$ cat config.mk
export PLATFORM = sky130hd
export DESIGN_NAME = gray_stream
export DESIGN_NICKNAME = d
export VERILOG_FILES = /design/src/rtl/gray_stream.sv
export SDC_FILE = /design/constraint.sdc
export NUM_CORES = 1
export LEC_CHECK = 0
export ABC_AREA = 1
export BUFFER_PORTS_ARGS = -buffer_cell sky130_fd_sc_hd__buf_2
export CAP_MARGIN = 15
export CORE_UTILIZATION = 45
export CTS_CLUSTER_DIAMETER = 120
export DETAILED_ROUTE_END_ITERATION = 10
export GPL_TIMING_DRIVEN = 0
export SYNTH_ARGS = -nofsm -noshare
export SYNTH_HDL_FRONTEND = slang
export SYNTH_SLANG_ARGS = --single-unit
export TNS_END_PERCENT = 20
$ cat constraint.sdc
create_clock -name clk -period 16.6 [get_ports clk]
set_input_delay 2.49 -clock clk [delete_from_list [all_inputs] [get_ports clk]]
set_output_delay 2.49 -clock clk [all_outputs]
set_load 0.1 [all_outputs]
$ cat src/rtl/gray_stream.sv
// gray_stream: two-stage valid/ready RGB-to-grey converter.
// Modes (sampled per accepted pixel): 0 lightness, 1 average, 2 luma, 3 bypass.
// Optional build macro GRAY_REPLICATE_EN: when defined, modes 0-2 emit {g,g,g};
// otherwise grey appears in the G field only, with R and B zero.
//
// Handshake: a transfer happens on a rising edge where valid and ready are both
// high. in_ready is the pipe-advance enable (!out_valid | out_ready) and does not
// depend on in_valid. While the enable is low both stages hold everything.
module gray_stream #(
  parameter int CW    = 8,
  parameter int CNT_W = 16
) (
  input  logic              clk,
  input  logic              rst,
  input  logic [1:0]        mode,
  input  logic              in_valid,
  output logic              in_ready,
  input  logic [3*CW-1:0]   in_pix,
  output logic              out_valid,
  input  logic              out_ready,
  output logic [3*CW-1:0]   out_pix,
  output logic [CNT_W-1:0]  px_count
);

  localparam int PW = 3 * CW;
  localparam int SW = CW + 2;
  localparam int YW = CW + 8;

  // Stage-1 registers
  logic          r_s1_valid;
  logic [1:0]    r_s1_mode;
  logic [CW-1:0] r_s1_max;
  logic [CW-1:0] r_s1_min;
  logic [SW-1:0] r_s1_s3;
  logic [YW-1:0] r_s1_y;
  logic [PW-1:0] r_s1_raw;

  // Stage-2 (output) registers
  logic             r_out_valid;
  logic [PW-1:0]    r_out_pix;
  logic [CNT_W-1:0] r_px_count;

  // Combinational signals
  logic          w_en;
  logic [CW-1:0] w_r;
  logic [CW-1:0] w_g;
  logic [CW-1:0] w_b;
  logic [CW-1:0] w_max;
  logic [CW-1:0] w_min;
  logic [SW-1:0] w_s3;
  logic [YW-1:0] w_y;
  logic [CW:0]   w_light_sum;
  logic [SW-1:0] w_avg_full;
  logic [CW-1:0] w_gray;
  logic [PW-1:0] w_out_pix;

  assign w_en      = !r_out_valid || out_ready;
  assign in_ready  = w_en;
  assign out_valid = r_out_valid;
  assign out_pix   = r_out_pix;
  assign px_count  = r_px_count;

  assign w_r = in_pix[3*CW-1:2*CW];
  assign w_g = in_pix[2*CW-1:CW];
  assign w_b = in_pix[CW-1:0];

  // Stage-1 arithmetic: channel extremes, plain sum and weighted luma sum
  always_comb begin
    w_max = w_r;
    w_min = w_r;
    if (w_g > w_max) w_max = w_g;
    if (w_b > w_max) w_max = w_b;
    if (w_g < w_min) w_min = w_g;
    if (w_b < w_min) w_min = w_b;
    w_s3 = SW'(w_r) + SW'(w_g) + SW'(w_b);
    w_y  = YW'(77) * YW'(w_r) + YW'(150) * YW'(w_g) + YW'(29) * YW'(w_b);
  end

  // Stage-1 register: capture features of the accepted pixel when the pipe advances
  always_ff @(posedge clk) begin
    if (rst) begin
      r_s1_valid <= 1'b0;
      r_s1_mode  <= 2'd0;
      r_s1_max   <= '0;
      r_s1_min   <= '0;
      r_s1_s3    <= '0;
      r_s1_y     <= '0;
      r_s1_raw   <= '0;
    end else if (w_en) begin
      r_s1_valid <= in_valid;
      if (in_valid) begin
        r_s1_mode <= mode;
        r_s1_max  <= w_max;
        r_s1_min  <= w_min;
        r_s1_s3   <= w_s3;
        r_s1_y    <= w_y;
        r_s1_raw  <= in_pix;
      end
    end
  end

  // Stage-2 arithmetic: pick the grey value for the stage-1 mode and pack it
  always_comb begin
    w_light_sum = {1'b0, r_s1_max} + {1'b0, r_s1_min};
    w_avg_full  = r_s1_s3 / SW'(3);
    w_gray      = '0;
    case (r_s1_mode)
      2'd0:    w_gray = w_light_sum[CW:1];
      2'd1:    w_gray = w_avg_full[CW-1:0];
      2'd2:    w_gray = r_s1_y[YW-1:8];
      default: w_gray = '0;
    endcase
`ifdef GRAY_REPLICATE_EN
    w_out_pix = {w_gray, w_gray, w_gray};
`else
    w_out_pix = {{CW{1'b0}}, w_gray, {CW{1'b0}}};
`endif
    if (r_s1_mode == 2'd3) w_out_pix = r_s1_raw;
  end

  // Stage-2 register: output valid always follows stage 1; data only loads on a real pixel
  always_ff @(posedge clk) begin
    if (rst) begin
      r_out_valid <= 1'b0;
      r_out_pix   <= '0;
    end else if (w_en) begin
      r_out_valid <= r_s1_valid;
      if (r_s1_valid) r_out_pix <= w_out_pix;
    end
  end

  // Output-transfer counter, wraps naturally at its width
  always_ff @(posedge clk) begin
    if (rst) begin
      r_px_count <= '0;
    end else if (r_out_valid && out_ready) begin
      r_px_count <= r_px_count + CNT_W'(1);
    end
  end

endmodule

* Word-level counts from Yosys, hierarchy flattened *
Cells that the tools add are included.
W data, S select, Z words.

word-level totals
  RAM bits = 0
  bits in read-only memories = 0
  logic and storage cells = 39
  bits in latches = 0
  memories = 0
  flip-flop bits (word level) = 110
  output and inout bits = 42

cells by class
  muxes and demuxes = 6
  shift operators = 0
  $lt $le $gt $ge = 4
  reductions and logical operators = 6
  divide/modulo/power cells = 1
  eq/ne operators = 3
  multiply operators = 3
  bitwise logic cells = 0
  $add $sub $neg = 6

operator list
  kind                     number
  $mux W8                  4
  $mul A7 B8 Y15 const A   2
  $mux W24                 1
  $pmux W8 S3              1
  $add A8 B8 Y9            2
  $add A15 B16 Y16         1
  $add A16 B1 Y16 const B  1
  $add A16 B13 Y16         1
  $gt A8 B8 Y1             2
  $lt A8 B8 Y1             2
  $mul A5 B8 Y13 const A   1
  $add A9 B8 Y10           1
  $div A10 B2 Y10 const B  1
  $eq A2 B2 Y1 const B     2
  $reduce_and A2 Y1        2
  $eq A2 B1 Y1 const B     1
  $logic_not A2 Y1         1
  $logic_and A1 B1 Y1      1
  $logic_not A1 Y1         1
  $logic_or A1 B1 Y1       1

* Logic depth before layout (Yosys ltp) *
Gate-level depths: netlist (run 1).

  depth in word-level cells = 4
  gate-level depth with buffers = 30
  gate-level depth less buffers = 30

* Least setup slack after synthesis (run 1) *
OpenSTA, ideal clock, no wires.

  kind = input-to-reg
  start point = input in_pix[12]
  end point = register r_s1_y[14]
  stages = 25
  setup slack = 8.458 ns
  arrival = 8.026 ns
  path buffers = 0
  path through = ha_1 ha_1 inv_1 fa_1 fa_1 inv_1 ha_1 xor2_1 fa_1 fa_1 fa_1 inv_1 fa_1 ha_1 a21oi_1 o21bai_1 a21oi_1 o21bai_1 a21o_1 nand2_1 nand2_1 nand2_1 nand3_1 o211ai_1 inv_1

on the way
  longest elaborated chain between the ends = 3

ends and longest elaborated chain
  item                    line  source
  start: declaration      18    input logic [3*CW-1:0] in_pix,
  $mul A7 B8 Y15          76    w_y = YW'(77) * YW'(w_r) + YW'(150) * YW'(w_g) + YW'(29) * YW'(w_b);
  $add A15 B16 Y16        76
  $add A16 B13 Y16        76
  end signal: assignment  96    r_s1_y <= w_y;
  end: declaration        35    logic [YW-1:0] r_s1_y;

No other way between the ends.
A chain may end at the register's enable or synchronous reset.

* Worst setup path in the final report (run 1) *
  start point = input in_pix[13]
  end point = register r_s1_y[14]

The elaborated chain is that of the path after synthesis.

==> results of run 1 <==
## power breakdown
part	internal [mW]	switching [mW]
Clock	0.122	0.106
Sequential	0.269	0.0176
Combinational	0.353	0.618
Total	0.744	0.742
## synth_stat cells (5+ instances only)
cell type  instances  area [µm²]
o2111ai_1          5        43.8
o21ai_2            5        43.8
dfxtp_1          102        2040
nand2_2            5        31.3
inv_1            208         781
fa_1              65        1300
nor3_1            10        50.1
clkbuf_1          30         113
nand4_1            7        43.8
xor2_1            20         175
nand2_1          168         631
o21bai_1           9        67.6
nand3_1           35         175
o21ai_0           86         430
nor2_1            62         233
nand3_2            6        60.1
o211ai_1          12        90.1
ha_1             123        1540
inv_2              5        18.8
a21oi_1          123         616
## cell type report
type,count,area (µm²),area share
buffer,32,120,0.0124
clock buffer,9,225,0.0232
clock inverter,7,103,0.0106
inverter,215,807,0.0830
multi-input combinational,770,5750,0.591
sequential,102,2040,0.210
tap,260,325,0.0335
timing repair buffer,70,350,0.0360
## path summary, 6_finish.rpt
kind                                                 from                        end  slack (ns)  cells after the start
worst max-delay path                           in_pix[13]    r_s1_y[14]$_SDFFE_PP0P_        8.04                     27
worst min-delay path            r_s1_raw[13]$_SDFFE_PP0P_  r_s1_raw[13]$_SDFFE_PP0P_        0.46                      2
worst max register to register    r_s1_s3[8]$_SDFFE_PP0P_    out_pix[8]$_SDFFE_PP0P_       13.44                     30
worst min register to register  r_s1_raw[13]$_SDFFE_PP0P_  r_s1_raw[13]$_SDFFE_PP0P_        0.46                      2
## through the flow
stage,setup slack (ns),hold WS (ns),util
after floorplan,8.46,0.430,-
after global placement,7.67,0.443,0.499
after detailed placement,7.62,0.449,0.499
after CTS,7.98,0.461,0.516
after global routing,7.63,0.474,0.516
final,8.04,0.457,0.516
## logic make-up after synthesis
| kind of cell | after synthesis |
|---|---|
| and+or+nand+nor | 301 |
| AOI/OAI and AO/OA | 257 |
| buffers and inverters | 247 |
| adders and majority gates | 188 |
| DFF | 102 |
| xor gates and xnor gates | 24 |
## routing by layer
metal  part of all wire  track usage  vias up
li1                   -            -     3809
met1               0.48        0.331     3511
met2               0.46        0.411      160
met3              0.044       0.0336       20
met4              0.011       0.0538        0
met5                  0            0        -
## worst max-delay path: stages
cell and delay (ns):
buf_2 0.30, ha_1 0.30, ha_1 0.28, ha_1 0.27, inv_1 0.05, fa_1 0.49, inv_1 0.04, ha_1 0.32
a21oi_1 0.25, xor2_1 0.20, fa_1 0.46, fa_1 0.48, fa_1 0.49, inv_1 0.05, fa_1 0.48, ha_1 0.34
a21oi_1 0.26, o21bai_1 0.14, a21oi_1 0.30, o21bai_1 0.14, a21o_1 0.19, nand2_1 0.07, nand2_1 0.05, nand2_1 0.05
nand3_1 0.11, o211ai_1 0.13, inv_1 0.05
## registers in the layout, summed over array words and instances (netlist names), 2 cells and up
register / cells
px_count: 16
r_s1_s3: 10
out_pix: 24
r_s1_min: 8
r_s1_mode: 2
r_s1_raw: 24
r_s1_max: 8
r_s1_y: 8
==> run summary, run 1 <==
Slew HR - 0.554
Antenna Nets Post-Route - 0
Post-CTS Hold Buffers - 0
routability cong. - 0.864
Core Footprint - 0.0188 mm²
Slew Limit Fails - 0
Fin Setup TNS - 0 ns
die area - 0.0199 mm²
WP data required - 16.85 ns
WL/cell - 15.4 µm
Synth warnings - 0
ANT cells - 0
num ports - 72
commonest non-fill, non-tap cells in the layout - 208 x inv_1, 168 x nand2_1, 123 x a21oi_1, 123 x ha_1, 102 x dfxtp_1
H-tree depth - 3
Worst-path clk slew - 0.08 ns
Hold Path Class - flip-flop to flip-flop
first-pass GRT wire length - 37300 µm
# fillers - 1887
CTS tree - built
status - complete, no violations
final instance area - 0.00972 mm²
Layout area overhead - 11.5%
dpl cell area - 0.00940 mm²
clk_skew - 0.0112 ns
CTS sink cnt - 102
Row Count - 50
count of final hold-check violations - 0
layout cells sized above 1 - 0.0929
Post-CTS Setup Bufs - 0
GRT Util Overall - 0.244
synthesized area - 0.00872 mm²
largest family of logic cells by synthesized area - adder cells
crit path launch type - primary input
final cell count without fillers - 1465
post-synthesis simple-gate area fraction - 0.147
Die H - 141 µm
root buf cell - clkbuf_16
router iterations before antenna repair - 5
Crit Path Max Fanout - 9
Syn Area/Cell - 7.79 µm²
vias - 7500
Compound-Gate Fraction of Synth Area - 0.162
Critical Path AT - 8.81 ns
# resized after CTS - 0
Num CTS Buffers - 9
Initial Util - 0.463
PortBufs - 70
Async S/R FF share, synth - 0
Tmin final - 8.56 ns
Seq/Total Area, Yosys - 0.234
total leakage power - 4.77 nW
slew at the pin with the worst max-slew slack - 0.669 ns
commonest non-fill, non-tap cell in the layout - inv_1
CP Capture Type - flip-flop
DR vias/cell - 5.12
Iteration-0 DRC Markers - 433
Overall Power - 1.49 mW
post-synthesis mux area share - 0
total grt overflow - 0
Max Cap Viol - 0
CTS Buffer Depth - 2
Die Wd - 141 µm
adder-cell area share of the yosys netlist - 0.326
Post-synth EDFFs - 0
DRC - 0
Post-Syn Instances - 1119
initial antenna violation count - 0
unrepaired setup endpoints after global routing - no
Max IR drop VDD - 0.139 mV
Layout Nets - 1418
Syn Nets - 1337
Max Freq - 117 MHz
Post-Place Cells - 1449
Distinct cells, synth - 37
HPWL after DPL - 18500 µm
largest net degree at the start of global routing - 21
P per Cell Area - 153 mW/mm²
ys flop type - dfxtp_1
xor/xnor share of the synthesized area - 0.0241
final period utilization - 0.516
clock latency on the worst-skew pair - 0.36 ns
Final setup viols - 0
final wirelength - 22600 µm
flops & latches, synth - 102
WS Path Type - primary input to flip-flop
vias in the first global route - 7274
Power figures use the tool's default switching activity.
==> run 2, diff against run 1 <==
PLACE_DENSITY = 0.65   (was unset)
clock period = 7.1 ns   (was 16.6 ns; I/O delays follow)
==> run 2 against run 1 <==
Compared with the run above:
- global-route usage decreased by 0.34 points
- total power increased by 130%
- wire length increased by 0.58%
- worst setup slack got worse by 7.8 ns
- clock skew decreased by 0.0054 ns
- critical path depth decreased by 1
- register-to-register slack got worse by 9.6 ns
- non-clock buffer count unchanged
- combinational power increased by 140%
- count of clock-buffer cells in the layout increased by 4
- critical path type unchanged
- critical endpoint unchanged
==> run summary, run 2 (synthesis results as in run 1) <==
count of final hold-check violations - 0
Max IR drop VDD - 0.378 mV
CTS Buffer Depth - 2
commonest non-fill, non-tap cell in the layout - inv_1
final wirelength - 22700 µm
Seq pwr share - 0.193
DRC - 0
die area - 0.0199 mm²
PortBufs - 70
num ports - 72
cell family with most CP delay - adder cells
unrepaired setup endpoints after global routing - no
Internal Pwr Total - 1.75 mW
GRT met3 Usage - 0.0248
worst path buffer plus inverter count - 5
GR Util met1 - 0.320
total grt overflow - 0
DR vias/cell - 5.17
Die Wd - 141 µm
Iteration-0 DRC Markers - 465
combinational share of power - 0.675
switching power total - 1.72 mW
sw frac - 0.495
met2 Resource Use GR - 0.413
final period utilization - 0.961
Row Count - 50
most frequent CP cell - fa_1
Worst path slowest cell - fa_1
Antenna Nets Post-Route - 0
initial antenna violation count - 0
worst stage delay on the critical path - 0.51 ns
worst r2r src - r_s1_s3[8]$_SDFFE_PP0P_
Layout area overhead - 11.2%
Critical Path AT - 7.07 ns
pre-CTS WS - -0.378 ns
largest net degree at the start of global routing - 16
WP data required - 7.35 ns
Layout Nets - 1418
WS Path Type - primary input to flip-flop
status - complete, no violations
WL/cell - 15.5 µm
Max Freq - 147 MHz
layout cells sized above 1 - 0.0938
HPWL after DPL - 18300 µm
WHS - 0.454 ns
Clock power frac - 0.132
P per Cell Area - 358 mW/mm²
Hold EP - r_s1_raw[10]$_SDFFE_PP0P_
FF-to-FF setup slack - 3.88 ns
router iterations before antenna repair - 5
clock latency on the worst-skew pair - 0.35 ns
cell depth of the worst hold path - 2
Num CTS Buffers - 9
Max Cap Viol - 0
Core Footprint - 0.0188 mm²
crit path launch type - primary input
first-pass GRT wire length - 36600 µm
CTS sink cnt - 102
Worst-path clk slew - 0.07 ns
ANT cells - 0
vias - 7575
critical hold path startpoint - r_s1_raw[10]$_SDFFE_PP0P_
GRT Util Overall - 0.240
Hold Path Class - flip-flop to flip-flop
commonest non-fill, non-tap cells in the layout - 208 x inv_1, 168 x nand2_1, 123 x ha_1
Reg-to-Reg End - out_pix[8]$_SDFFE_PP0P_
CTS tree - built
Crit Path Max Fanout - 9
CP Capture Type - flip-flop
slew at the pin with the worst max-slew slack - 0.701 ns
Slew HR - 0.533
H-tree depth - 3
busiest grt layer - met2
root buf cell - clkbuf_16
Worst Slack Setup Final - 0.274 ns
clk_skew - 0.00580 ns
reg2reg path depth - 30
routability cong. - 0.918
Post-CTS Setup Bufs - 0
vias in the first global route - 7152
Initial Util - 0.463
total leakage power - 4.76 nW
Tmin final - 6.83 ns
Die H - 141 µm
Slew Limit Fails - 0
Final setup viols - 0
run 2: changes by cell type in the layout (fill, tap and decap cells not counted), sizes merged:
cell,before,now
clkbuf,39,46
clkinv,6,4
bufinv,1,0
buf,72,69
inv,215,214
run 2: timing repair:
item                       CTS  global route
gates resized for setup      2             7
pin swaps                    0             0
setup endpoints to repair    1             3
gates cloned                 0             0
hold endpoints to repair     0             0
hold buffers                 0             0
run 2: how the worst max path moves through the flow:
stage,from,end,slack [ns],cells after the start
after global routing,in_pix[12],r_s1_y[14]$_SDFFE_PP0P_,0.02,26
after global placement,in_pix[13],r_s1_y[14]$_SDFFE_PP0P_,-0.33,27
after floorplan,in_pix[12],r_s1_y[14]$_SDFFE_PP0P_,0.38,25
after detailed placement,in_pix[11],r_s1_y[14]$_SDFFE_PP0P_,-0.38,27
final,in_pix[12],r_s1_y[14]$_SDFFE_PP0P_,0.27,26
after CTS,in_pix[13],r_s1_y[14]$_SDFFE_PP0P_,0.09,27
run 2: cell type report:
type	instances	area, µm²
Clock buffer	13	250
Clock inverter	3	18.8
Inverter	215	807
Tap cell	260	325
Timing Repair Buffer	70	360
Multi-Input combinational cell	770	5770
Sequential cell	102	2040
Buffer	32	120
Fill cell	1850	9130
run 2: routing by layer:
metal / vias to the layer above / routed length, µm
met5: - / 0
met4: 0 / 469
met3: 30 / 1240
met2: 202 / 10700
met1: 3538 / 10300
li1: 3805 / -
run 2: worst min-delay path: stages (launching register included):
cell	delay, ns
dfxtp_1	0.30
inv_1	0.06
a21oi_1	0.05
run 2: power groups by stage:
stage                     Sequential (mW)  Combinational [mW]  Clock, mW
after floorplan                     0.698                1.58          0
after global routing                0.673                2.67      0.483
after CTS                           0.667                2.25      0.466
after global placement              0.679                2.17          0
after detailed placement            0.679                2.22          0
final                               0.669                2.35      0.460
run 2: through the flow:
stage | power, mW | utilization | std cells | setup TNS (ns) | cell area (µm²)
after floorplan | 2.28 | - | 1119 | 0 | 8720
after global placement | 2.85 | 0.499 | 1449 | -0.891 | 9400
after detailed placement | 2.90 | 0.499 | 1449 | -1.09 | 9400
after CTS | 3.38 | 0.514 | 1465 | 0 | 9670
after global routing | 3.83 | 0.515 | 1465 | 0 | 9700
final | 3.48 | 0.515 | 1465 | 0 | 9700
